### src/rtl/hazard_controller_pkg.sv
// Shared encodings and control bundles for the pipeline hazard controller.
// Imported by the controller, its detector and the interface users.
package hazard_controller_pkg;

    localparam logic [1:0] RUN         = 2'd0;
    localparam logic [1:0] MEM_WAIT    = 2'd1;
    localparam logic [1:0] MULDIV_BUSY = 2'd2;

    localparam logic [31:0] NOP_INSN = 32'h0000_0013;

    typedef struct packed {
        logic fetch_stall;
        logic decode_stall;
        logic execute_stall;
        logic memory_stall;
        logic decode_flush;
        logic execute_bubble;
        logic memory_bubble;
        logic writeback_bubble;
    } ctrl_t;

    localparam ctrl_t CTRL_NONE = '0;

    localparam ctrl_t CTRL_FREEZE = '{
        fetch_stall:      1'b1,
        decode_stall:     1'b1,
        execute_stall:    1'b1,
        memory_stall:     1'b1,
        writeback_bubble: 1'b1,
        default:          1'b0
    };

    localparam ctrl_t CTRL_MULDIV = '{
        fetch_stall:   1'b1,
        decode_stall:  1'b1,
        execute_stall: 1'b1,
        memory_bubble: 1'b1,
        default:       1'b0
    };

    localparam ctrl_t CTRL_BRANCH = '{
        decode_flush:   1'b1,
        execute_bubble: 1'b1,
        default:        1'b0
    };

    localparam ctrl_t CTRL_LOAD_USE = '{
        fetch_stall:    1'b1,
        decode_stall:   1'b1,
        execute_bubble: 1'b1,
        default:        1'b0
    };

    function automatic logic reg_match(
        input logic [4:0] src,
        input logic       used,
        input logic [4:0] dst
    );
        return used && (src == dst);
    endfunction

endpackage

### src/rtl/hazard_controller_if.sv
// Pipeline-to-hazard-controller bundle: stage hazard inputs and
// the stall/flush/bubble controls returned to the stage registers.
interface hazard_controller_if #(
    parameter int COUNTER_WIDTH = 32
);

    logic [4:0] decode_register_number_a;
    logic [4:0] decode_register_number_b;
    logic       decode_read_a;
    logic       decode_read_b;
    logic [4:0] execute_destination_register_number;
    logic       execute_is_load;
    logic       execute_branch_taken;
    logic       execute_muldiv_start;
    logic       memory_access_request;
    logic       memory_access_ready;

    logic fetch_stall;
    logic decode_stall;
    logic execute_stall;
    logic memory_stall;
    logic decode_flush;
    logic execute_bubble;
    logic memory_bubble;
    logic writeback_bubble;
    logic memory_timeout;
    logic [COUNTER_WIDTH-1:0] stall_cycle_count;

    modport master (
        output decode_register_number_a,
        output decode_register_number_b,
        output decode_read_a,
        output decode_read_b,
        output execute_destination_register_number,
        output execute_is_load,
        output execute_branch_taken,
        output execute_muldiv_start,
        output memory_access_request,
        output memory_access_ready,
        input  fetch_stall,
        input  decode_stall,
        input  execute_stall,
        input  memory_stall,
        input  decode_flush,
        input  execute_bubble,
        input  memory_bubble,
        input  writeback_bubble,
        input  memory_timeout,
        input  stall_cycle_count
    );

    modport slave (
        input  decode_register_number_a,
        input  decode_register_number_b,
        input  decode_read_a,
        input  decode_read_b,
        input  execute_destination_register_number,
        input  execute_is_load,
        input  execute_branch_taken,
        input  execute_muldiv_start,
        input  memory_access_request,
        input  memory_access_ready,
        output fetch_stall,
        output decode_stall,
        output execute_stall,
        output memory_stall,
        output decode_flush,
        output execute_bubble,
        output memory_bubble,
        output writeback_bubble,
        output memory_timeout,
        output stall_cycle_count
    );

endinterface

### src/rtl/hazard_controller_load_use_detector.sv
// Flags a decode source operand that needs the value of the load
// currently in execute; x0 never creates a dependency.
module load_use_detector
    import hazard_controller_pkg::*;
(
    input  logic [4:0] decode_register_number_a,
    input  logic [4:0] decode_register_number_b,
    input  logic       decode_read_a,
    input  logic       decode_read_b,
    input  logic [4:0] execute_destination_register_number,
    input  logic       execute_is_load,
    output logic       hazard
);

    logic dst_live;
    logic match_a;
    logic match_b;

    assign dst_live = execute_is_load &&
        (execute_destination_register_number != 5'd0);

    assign match_a = reg_match(
        decode_register_number_a,
        decode_read_a,
        execute_destination_register_number
    );

    assign match_b = reg_match(
        decode_register_number_b,
        decode_read_b,
        execute_destination_register_number
    );

    assign hazard = dst_live && (match_a || match_b);

endmodule

### src/rtl/hazard_controller.sv
// Pipeline stall/flush sequencer: memory freeze, mul/div occupancy,
// branch redirect and load-use interlock, plus stall statistics.
module hazard_controller
    import hazard_controller_pkg::*;
#(
    parameter int MULDIV_LATENCY = 4,
    parameter int MEM_TIMEOUT    = 64,
    parameter int COUNTER_WIDTH  = 32
) (
    input logic               clk,
    input logic               reset,
    hazard_controller_if.slave hz
);

    localparam int BW = $clog2(MULDIV_LATENCY + 1);
    localparam int WW = $clog2(MEM_TIMEOUT + 1);

    logic [1:0]               state;
    logic [1:0]               state_next;
    logic [BW-1:0]            busy_count;
    logic [WW-1:0]            wait_count;
    logic                     muldiv_release;
    logic                     timeout_q;
    logic [COUNTER_WIDTH-1:0] stall_count;

    logic  load_use;
    logic  busy;
    logic  freeze;
    logic  issue;
    logic  busy_last;
    ctrl_t ctrl_raw;
    ctrl_t ctrl;

    load_use_detector u_load_use (
        .decode_register_number_a (hz.decode_register_number_a),
        .decode_register_number_b (hz.decode_register_number_b),
        .decode_read_a            (hz.decode_read_a),
        .decode_read_b            (hz.decode_read_b),
        .execute_destination_register_number
            (hz.execute_destination_register_number),
        .execute_is_load          (hz.execute_is_load),
        .hazard                   (load_use)
    );

    assign busy      = (state == MULDIV_BUSY);
    assign busy_last = busy && (busy_count == BW'(1));

    assign freeze = !busy &&
        hz.memory_access_request &&
        !hz.memory_access_ready;

    // The release cycle of MEM_WAIT is an ordinary advancing cycle.
    assign issue = !busy && !freeze &&
        hz.execute_muldiv_start && !muldiv_release;

    always_comb begin
        ctrl_raw = CTRL_NONE;
        if (busy || issue) begin
            ctrl_raw = CTRL_MULDIV;
        end else if (freeze) begin
            ctrl_raw = CTRL_FREEZE;
        end else if (hz.execute_branch_taken) begin
            ctrl_raw = CTRL_BRANCH;
        end else if (load_use) begin
            ctrl_raw = CTRL_LOAD_USE;
        end
        ctrl = reset ? CTRL_NONE : ctrl_raw;
    end

    always_comb begin
        state_next = RUN;
        if (busy) begin
            state_next = busy_last ? RUN : MULDIV_BUSY;
        end else if (freeze) begin
            state_next = MEM_WAIT;
        end else if (issue) begin
            state_next = MULDIV_BUSY;
        end
    end

    always_ff @(posedge clk) begin
        if (reset) begin
            state          <= RUN;
            busy_count     <= '0;
            wait_count     <= '0;
            muldiv_release <= 1'b0;
            timeout_q      <= 1'b0;
            stall_count    <= '0;
        end else begin
            state          <= state_next;
            muldiv_release <= busy_last;

            if (issue) begin
                busy_count <= BW'(MULDIV_LATENCY - 2);
            end else if (busy) begin
                busy_count <= busy_count - BW'(1);
            end

            if (!freeze) begin
                wait_count <= '0;
            end else if (wait_count != WW'(MEM_TIMEOUT)) begin
                wait_count <= wait_count + WW'(1);
            end

            if (freeze && wait_count == WW'(MEM_TIMEOUT - 1)) begin
                timeout_q <= 1'b1;
            end

            if (ctrl.fetch_stall && stall_count != '1) begin
                stall_count <= stall_count + COUNTER_WIDTH'(1);
            end
        end
    end

    assign hz.fetch_stall       = ctrl.fetch_stall;
    assign hz.decode_stall      = ctrl.decode_stall;
    assign hz.execute_stall     = ctrl.execute_stall;
    assign hz.memory_stall      = ctrl.memory_stall;
    assign hz.decode_flush      = ctrl.decode_flush;
    assign hz.execute_bubble    = ctrl.execute_bubble;
    assign hz.memory_bubble     = ctrl.memory_bubble;
    assign hz.writeback_bubble  = ctrl.writeback_bubble;
    assign hz.memory_timeout    = timeout_q;
    assign hz.stall_cycle_count = stall_count;

endmodule

### src/flat_wrapper.sv
// flat-port wrapper written by rule: the top's interface ports become plain ports
module hazard_controller_flat import hazard_controller_pkg::*;
#(
    parameter int MULDIV_LATENCY = 4,
    parameter int MEM_TIMEOUT    = 64,
    parameter int COUNTER_WIDTH  = 32
)
  (clk, reset, hz_decode_register_number_a, hz_decode_register_number_b, hz_decode_read_a, hz_decode_read_b, hz_execute_destination_register_number, hz_execute_is_load, hz_execute_branch_taken, hz_execute_muldiv_start, hz_memory_access_request, hz_memory_access_ready, hz_fetch_stall, hz_decode_stall, hz_execute_stall, hz_memory_stall, hz_decode_flush, hz_execute_bubble, hz_memory_bubble, hz_writeback_bubble, hz_memory_timeout, hz_stall_cycle_count);
  hazard_controller_if #(.COUNTER_WIDTH(COUNTER_WIDTH)) hz_i ();
  input logic clk;
  input logic reset;
  input wire logic [$bits(hz_i.decode_register_number_a)-1:0] hz_decode_register_number_a;
  input wire logic [$bits(hz_i.decode_register_number_b)-1:0] hz_decode_register_number_b;
  input wire logic [$bits(hz_i.decode_read_a)-1:0] hz_decode_read_a;
  input wire logic [$bits(hz_i.decode_read_b)-1:0] hz_decode_read_b;
  input wire logic [$bits(hz_i.execute_destination_register_number)-1:0] hz_execute_destination_register_number;
  input wire logic [$bits(hz_i.execute_is_load)-1:0] hz_execute_is_load;
  input wire logic [$bits(hz_i.execute_branch_taken)-1:0] hz_execute_branch_taken;
  input wire logic [$bits(hz_i.execute_muldiv_start)-1:0] hz_execute_muldiv_start;
  input wire logic [$bits(hz_i.memory_access_request)-1:0] hz_memory_access_request;
  input wire logic [$bits(hz_i.memory_access_ready)-1:0] hz_memory_access_ready;
  output wire logic [$bits(hz_i.fetch_stall)-1:0] hz_fetch_stall;
  output wire logic [$bits(hz_i.decode_stall)-1:0] hz_decode_stall;
  output wire logic [$bits(hz_i.execute_stall)-1:0] hz_execute_stall;
  output wire logic [$bits(hz_i.memory_stall)-1:0] hz_memory_stall;
  output wire logic [$bits(hz_i.decode_flush)-1:0] hz_decode_flush;
  output wire logic [$bits(hz_i.execute_bubble)-1:0] hz_execute_bubble;
  output wire logic [$bits(hz_i.memory_bubble)-1:0] hz_memory_bubble;
  output wire logic [$bits(hz_i.writeback_bubble)-1:0] hz_writeback_bubble;
  output wire logic [$bits(hz_i.memory_timeout)-1:0] hz_memory_timeout;
  output wire logic [$bits(hz_i.stall_cycle_count)-1:0] hz_stall_cycle_count;
  assign hz_i.decode_register_number_a = hz_decode_register_number_a;
  assign hz_i.decode_register_number_b = hz_decode_register_number_b;
  assign hz_i.decode_read_a = hz_decode_read_a;
  assign hz_i.decode_read_b = hz_decode_read_b;
  assign hz_i.execute_destination_register_number = hz_execute_destination_register_number;
  assign hz_i.execute_is_load = hz_execute_is_load;
  assign hz_i.execute_branch_taken = hz_execute_branch_taken;
  assign hz_i.execute_muldiv_start = hz_execute_muldiv_start;
  assign hz_i.memory_access_request = hz_memory_access_request;
  assign hz_i.memory_access_ready = hz_memory_access_ready;
  assign hz_fetch_stall = hz_i.fetch_stall;
  assign hz_decode_stall = hz_i.decode_stall;
  assign hz_execute_stall = hz_i.execute_stall;
  assign hz_memory_stall = hz_i.memory_stall;
  assign hz_decode_flush = hz_i.decode_flush;
  assign hz_execute_bubble = hz_i.execute_bubble;
  assign hz_memory_bubble = hz_i.memory_bubble;
  assign hz_writeback_bubble = hz_i.writeback_bubble;
  assign hz_memory_timeout = hz_i.memory_timeout;
  assign hz_stall_cycle_count = hz_i.stall_cycle_count;
  hazard_controller #(.MULDIV_LATENCY(MULDIV_LATENCY), .MEM_TIMEOUT(MEM_TIMEOUT), .COUNTER_WIDTH(COUNTER_WIDTH)) u_core (.clk(clk), .reset(reset), .hz(hz_i));
endmodule
### config.mk
export PLATFORM = sky130hd
export DESIGN_NAME = hazard_controller_flat
export DESIGN_NICKNAME = d
export VERILOG_FILES = /design/src/rtl/hazard_controller_pkg.sv /design/src/rtl/hazard_controller_if.sv /design/src/rtl/hazard_controller_load_use_detector.sv /design/src/rtl/hazard_controller.sv /design/src/flat_wrapper.sv
export SDC_FILE = /design/constraint.sdc
export NUM_CORES = 1
export LEC_CHECK = 0
export BUFFER_PORTS_ARGS = -buffer_cell sky130_fd_sc_hd__buf_2
export CAP_MARGIN = 20
export CORE_ASPECT_RATIO = 0.8
export CORE_UTILIZATION = 53
export CTS_CLUSTER_SIZE = 10
export DETAILED_ROUTE_END_ITERATION = 10
export HOLD_SLACK_MARGIN = 0.1
export PLACE_DENSITY = 0.79
export SYNTH_ARGS = -nofsm -noshare
export SYNTH_HDL_FRONTEND = slang
export SYNTH_SLANG_ARGS = --single-unit
### constraint.sdc
create_clock -name clk -period 2.8 [get_ports clk]
set_input_delay 0.28 -clock clk [delete_from_list [all_inputs] [get_ports clk]]
set_output_delay 0.28 -clock clk [all_outputs]
set_load 0.05 [all_outputs]
==> reports/results.txt <==
Hold Worst Slack = 0.3258 ns
DR iter-0 viols = 148
Main combinational cell family by area after synthesis = simple AND/OR/NAND/NOR gates
MaxCap Viol Count = 0
Unique cell type count in the Yosys netlist = 51
CTS root buf = sky130_fd_sc_hd__clkbuf_8
Worst skew pair latency = 0.30 ns
Max Slew Vio Count = 0
Total power density per cell area = 414.8 mW/mm²
Clk slew on worst S/H paths = 0.10 ns
Post-Synth Simple-Gate Area = 31.35%
Share of post-route cells with drive strength above 1 = 26.15%
Nets in the synthesized netlist = 336
CTS Hold Bufs = 0
Overflow left after global routing = 0
Portion of netlist area occupied by mux cells = 2.408%
Sum of negative setup slack = 0 ns
Worst endpoint data arrival time = 2.03 ns
Die ar. = 0.005288 mm²
Clk sinks = 46
Result of the run = completed
Total routed wirelength = 5981 µm
Final layout net count = 399
CP endpoint kind = primary output
Cell Rows = 22
Critical-path maximum fanout = 6
Signed area change from the synthesized netlist to the final layout = 16.34%
Tightest slew margin relative to the limit = 49.05%
Yosys warning count = 0
Number of ports placed on the die boundary = 65
Post-synthesis xor/xnor area fraction = 5.949%
Routed Antenna Nets = 0
Share of the clock period used by the worst path after layout = 82.45%
Post-layout min period = 2.309 ns
Actual slew at the worst max-slew pin = 0.7577 ns
Syn Inst Count = 307
Maximum level of the CTS H-tree = 2
Routed wire per std cell = 13.88 µm
Final Hold Vio Count = 0
HPWL after detailed placement = 4520 µm
Logic depth of the worst register-to-register path = 7
Worst path required time = 2.52 ns
Number of diodes = 0
Adder-cell share of the synthesized area = 2.361%
Port-buffer cells = 64
Highest attainable clock frequency = 0.4332 GHz
Cell Area, Placed = 0.002985 mm²
Pin count of the biggest net entering global routing = 29
Ys flop type = sky130_fd_sc_hd__dfxtp_1
Final standard cell area without fillers = 0.003083 mm²
Initial antenna violation count = 0
Synth Area per Inst = 8.632 µm²
Via count normalized by instance count = 5.821
Complex-gate fraction of the synthesized area = 17.09%
Netlist Area Pre-Place = 0.002650 mm²
First-pass iteration count of the detailed router = 4
Number of synthesized register bits = 46
Element type at the critical path start = register
CTS tree = yes
Clock Path Buffers = 2
Die outline height = 65.25 µm
Chip width = 81.06 µm
Maximum VDD drop = 0.2142 mV
Wire length of the first global-routing pass = 10,150 µm
Global routing usage summed across all routing layers = 24.35%
Clock buffers created by TritonCTS = 5
EDFF count, synth = 0
Final setup violation count = 0
Overall power after layout = 1.279 mW
CORE AREA = 0.004707 mm²
Setup fix buffers added after clock tree synthesis = 0
Setup repair after global routing missed its margin = false
Via count of the routed design = 2,509
Starting utilization of the core area = 56.30%
Final setup skew = 0.007963 ns
Async S/R FF share, synth = 0%
Via count of the first global-routing pass = 2,257
Placer congestion estimate = 0.8071
Post_cts resized = 0
Min-delay worst type = input pin to register
DRC violations left = 0
Register area share after synthesis = 34.75%
Cell leakage power = 1.202 nW
Type of the worst setup path = register to primary output
Hold-critical path depth = 4
==> layout by cell type (no fill, tap or decap), types with 2 or more instances in the layout <==
master,instances
sky130_fd_sc_hd__nor4_2,2
sky130_fd_sc_hd__mux2_2,2
sky130_fd_sc_hd__clkbuf_8,5
sky130_fd_sc_hd__o21ai_0,8
sky130_fd_sc_hd__nand3_1,26
sky130_fd_sc_hd__or3_1,11
sky130_fd_sc_hd__and2_1,4
sky130_fd_sc_hd__nand4b_1,4
sky130_fd_sc_hd__or4_1,11
sky130_fd_sc_hd__xor2_1,5
sky130_fd_sc_hd__dfxtp_1,46
sky130_fd_sc_hd__a21oi_1,21
sky130_fd_sc_hd__nor2b_1,7
sky130_fd_sc_hd__o311ai_0,5
sky130_fd_sc_hd__nand2_1,15
sky130_fd_sc_hd__nor2_1,17
sky130_fd_sc_hd__buf_2,64
sky130_fd_sc_hd__o31a_1,2
sky130_fd_sc_hd__nor3_1,4
sky130_fd_sc_hd__o21ai_1,3
sky130_fd_sc_hd__mux2_4,2
sky130_fd_sc_hd__o31ai_1,15
sky130_fd_sc_hd__nor4_1,6
sky130_fd_sc_hd__o41ai_1,4
sky130_fd_sc_hd__nand2b_1,2
sky130_fd_sc_hd__xnor2_1,13
sky130_fd_sc_hd__and3_1,10
sky130_fd_sc_hd__nand3_2,2
sky130_fd_sc_hd__a21oi_2,5
sky130_fd_sc_hd__and4_1,2
sky130_fd_sc_hd__nand4_1,7
sky130_fd_sc_hd__buf_4,7
sky130_fd_sc_hd__inv_1,13
sky130_fd_sc_hd__ha_1,5
==> cell type report <==
cell class	instances	area [µm²]
Clock buffer	5	68.82
Clock inverter	3	28.78
Fill cell	416	1624
Inverter	13	48.80
Multi-Input combinational cell	233	1568
Sequential cell	46	920.9
Tap cell	60	75.07
Timing Repair Buffer	71	372.9
==> power breakdown <==
group,internal (mW),total [mW],leakage [nW],switching (mW)
Sequential,0.663,0.671,0.372,0.00788
Clock,0.187,0.439,0.0506,0.252
Combinational,0.0559,0.169,0.780,0.113
Total,0.906,1.28,1.20,0.373
==> sequential cells by signal, summed over array words and instances (netlist names) <==
register / count
u_core.busy_count: 3
u_core.hz.memory_timeout: 1
u_core.hz.stall_cycle_count: 32
u_core.muldiv_release: 1
u_core.state: 2
u_core.wait_count: 7
==> critical path: stages, from the launching register on <==
cell and delay (ns):
sky130_fd_sc_hd__dfxtp_1 0.34, sky130_fd_sc_hd__and2b_1 0.26, sky130_fd_sc_hd__nor3_1 0.29, sky130_fd_sc_hd__nor2_1 0.11
sky130_fd_sc_hd__a21oi_2 0.32, sky130_fd_sc_hd__inv_1 0.17, sky130_fd_sc_hd__buf_2 0.24
==> cell usage after synthesis, drive strengths merged, types with 2 or more instances <==
master  number  area, µm²
nand4        8      65.06
xnor2       13      113.9
a21oi       26      148.9
o21ai       11      55.05
nand2b       2      12.51
clkbuf       4      15.01
xor2         5      43.79
nand2       15      56.30
o31a         2      17.52
nor2        18      70.07
or3         11      68.82
nor3         4      20.02
or4         11      82.58
mux2         5      63.81
o41ai        4      35.03
buf         11      97.59
and2         4      25.02
ha           5      62.56
and4         2      17.52
nand3       28      150.1
and3        10      62.56
o31ai       15      112.6
nor2b        7      43.79
nand4b       4      35.03
o311ai       6      52.55
dfxtp       46      920.9
inv         13      48.80
nor4         9      83.83
==> metal layers <==
layer / share of wire, % / up-vias / GRT usage [%]
met3: 6.0 / 2 / 3.889
met4: 0.45 / 0 / 6.473
li1: - / 1278 / -
met1: 48 / 1152 / 32.99
met5: 0 / - / 0
met2: 45 / 77 / 39.92
==> through the flow <==
| stage | utilization (%) | instances | setup WS, ns |
|---|---|---|---|
| finish | 65.50 | 431 | 0.4914 |
| global route | 65.50 | 431 | 0.2878 |
| CTS | 65.50 | 431 | 0.4998 |
| detailed placement | 63.42 | 423 | 0.4490 |
| global placement | 63.42 | 423 | 0.5256 |
| floorplan | - | 307 | 0.2696 |
==> cells by family (layout without fill, tap and decap cells) <==
kind of cell	Yosys count	count (layout)
and+or+nand+nor	137	137
AOI/OAI and AO/OA	68	68
DFF	46	46
buffers and inverters	28	92
xor gates and xnor gates	18	18
adders and majority gates	5	5
muxes	5	5
==> path summary, 6_finish.rpt <==
kind / from / end / slack (ns)
max: u_core.state[0] / hz_decode_stall / 0.49
min: hz_memory_access_request / u_core.busy_count[1] / 0.33
max reg2reg: u_core.hz.stall_cycle_count[0] / u_core.hz.stall_cycle_count[25] / 0.54
min reg2reg: u_core.hz.memory_timeout / u_core.hz.memory_timeout / 0.48
No activity file was read; power rests on OpenSTA's default activity.
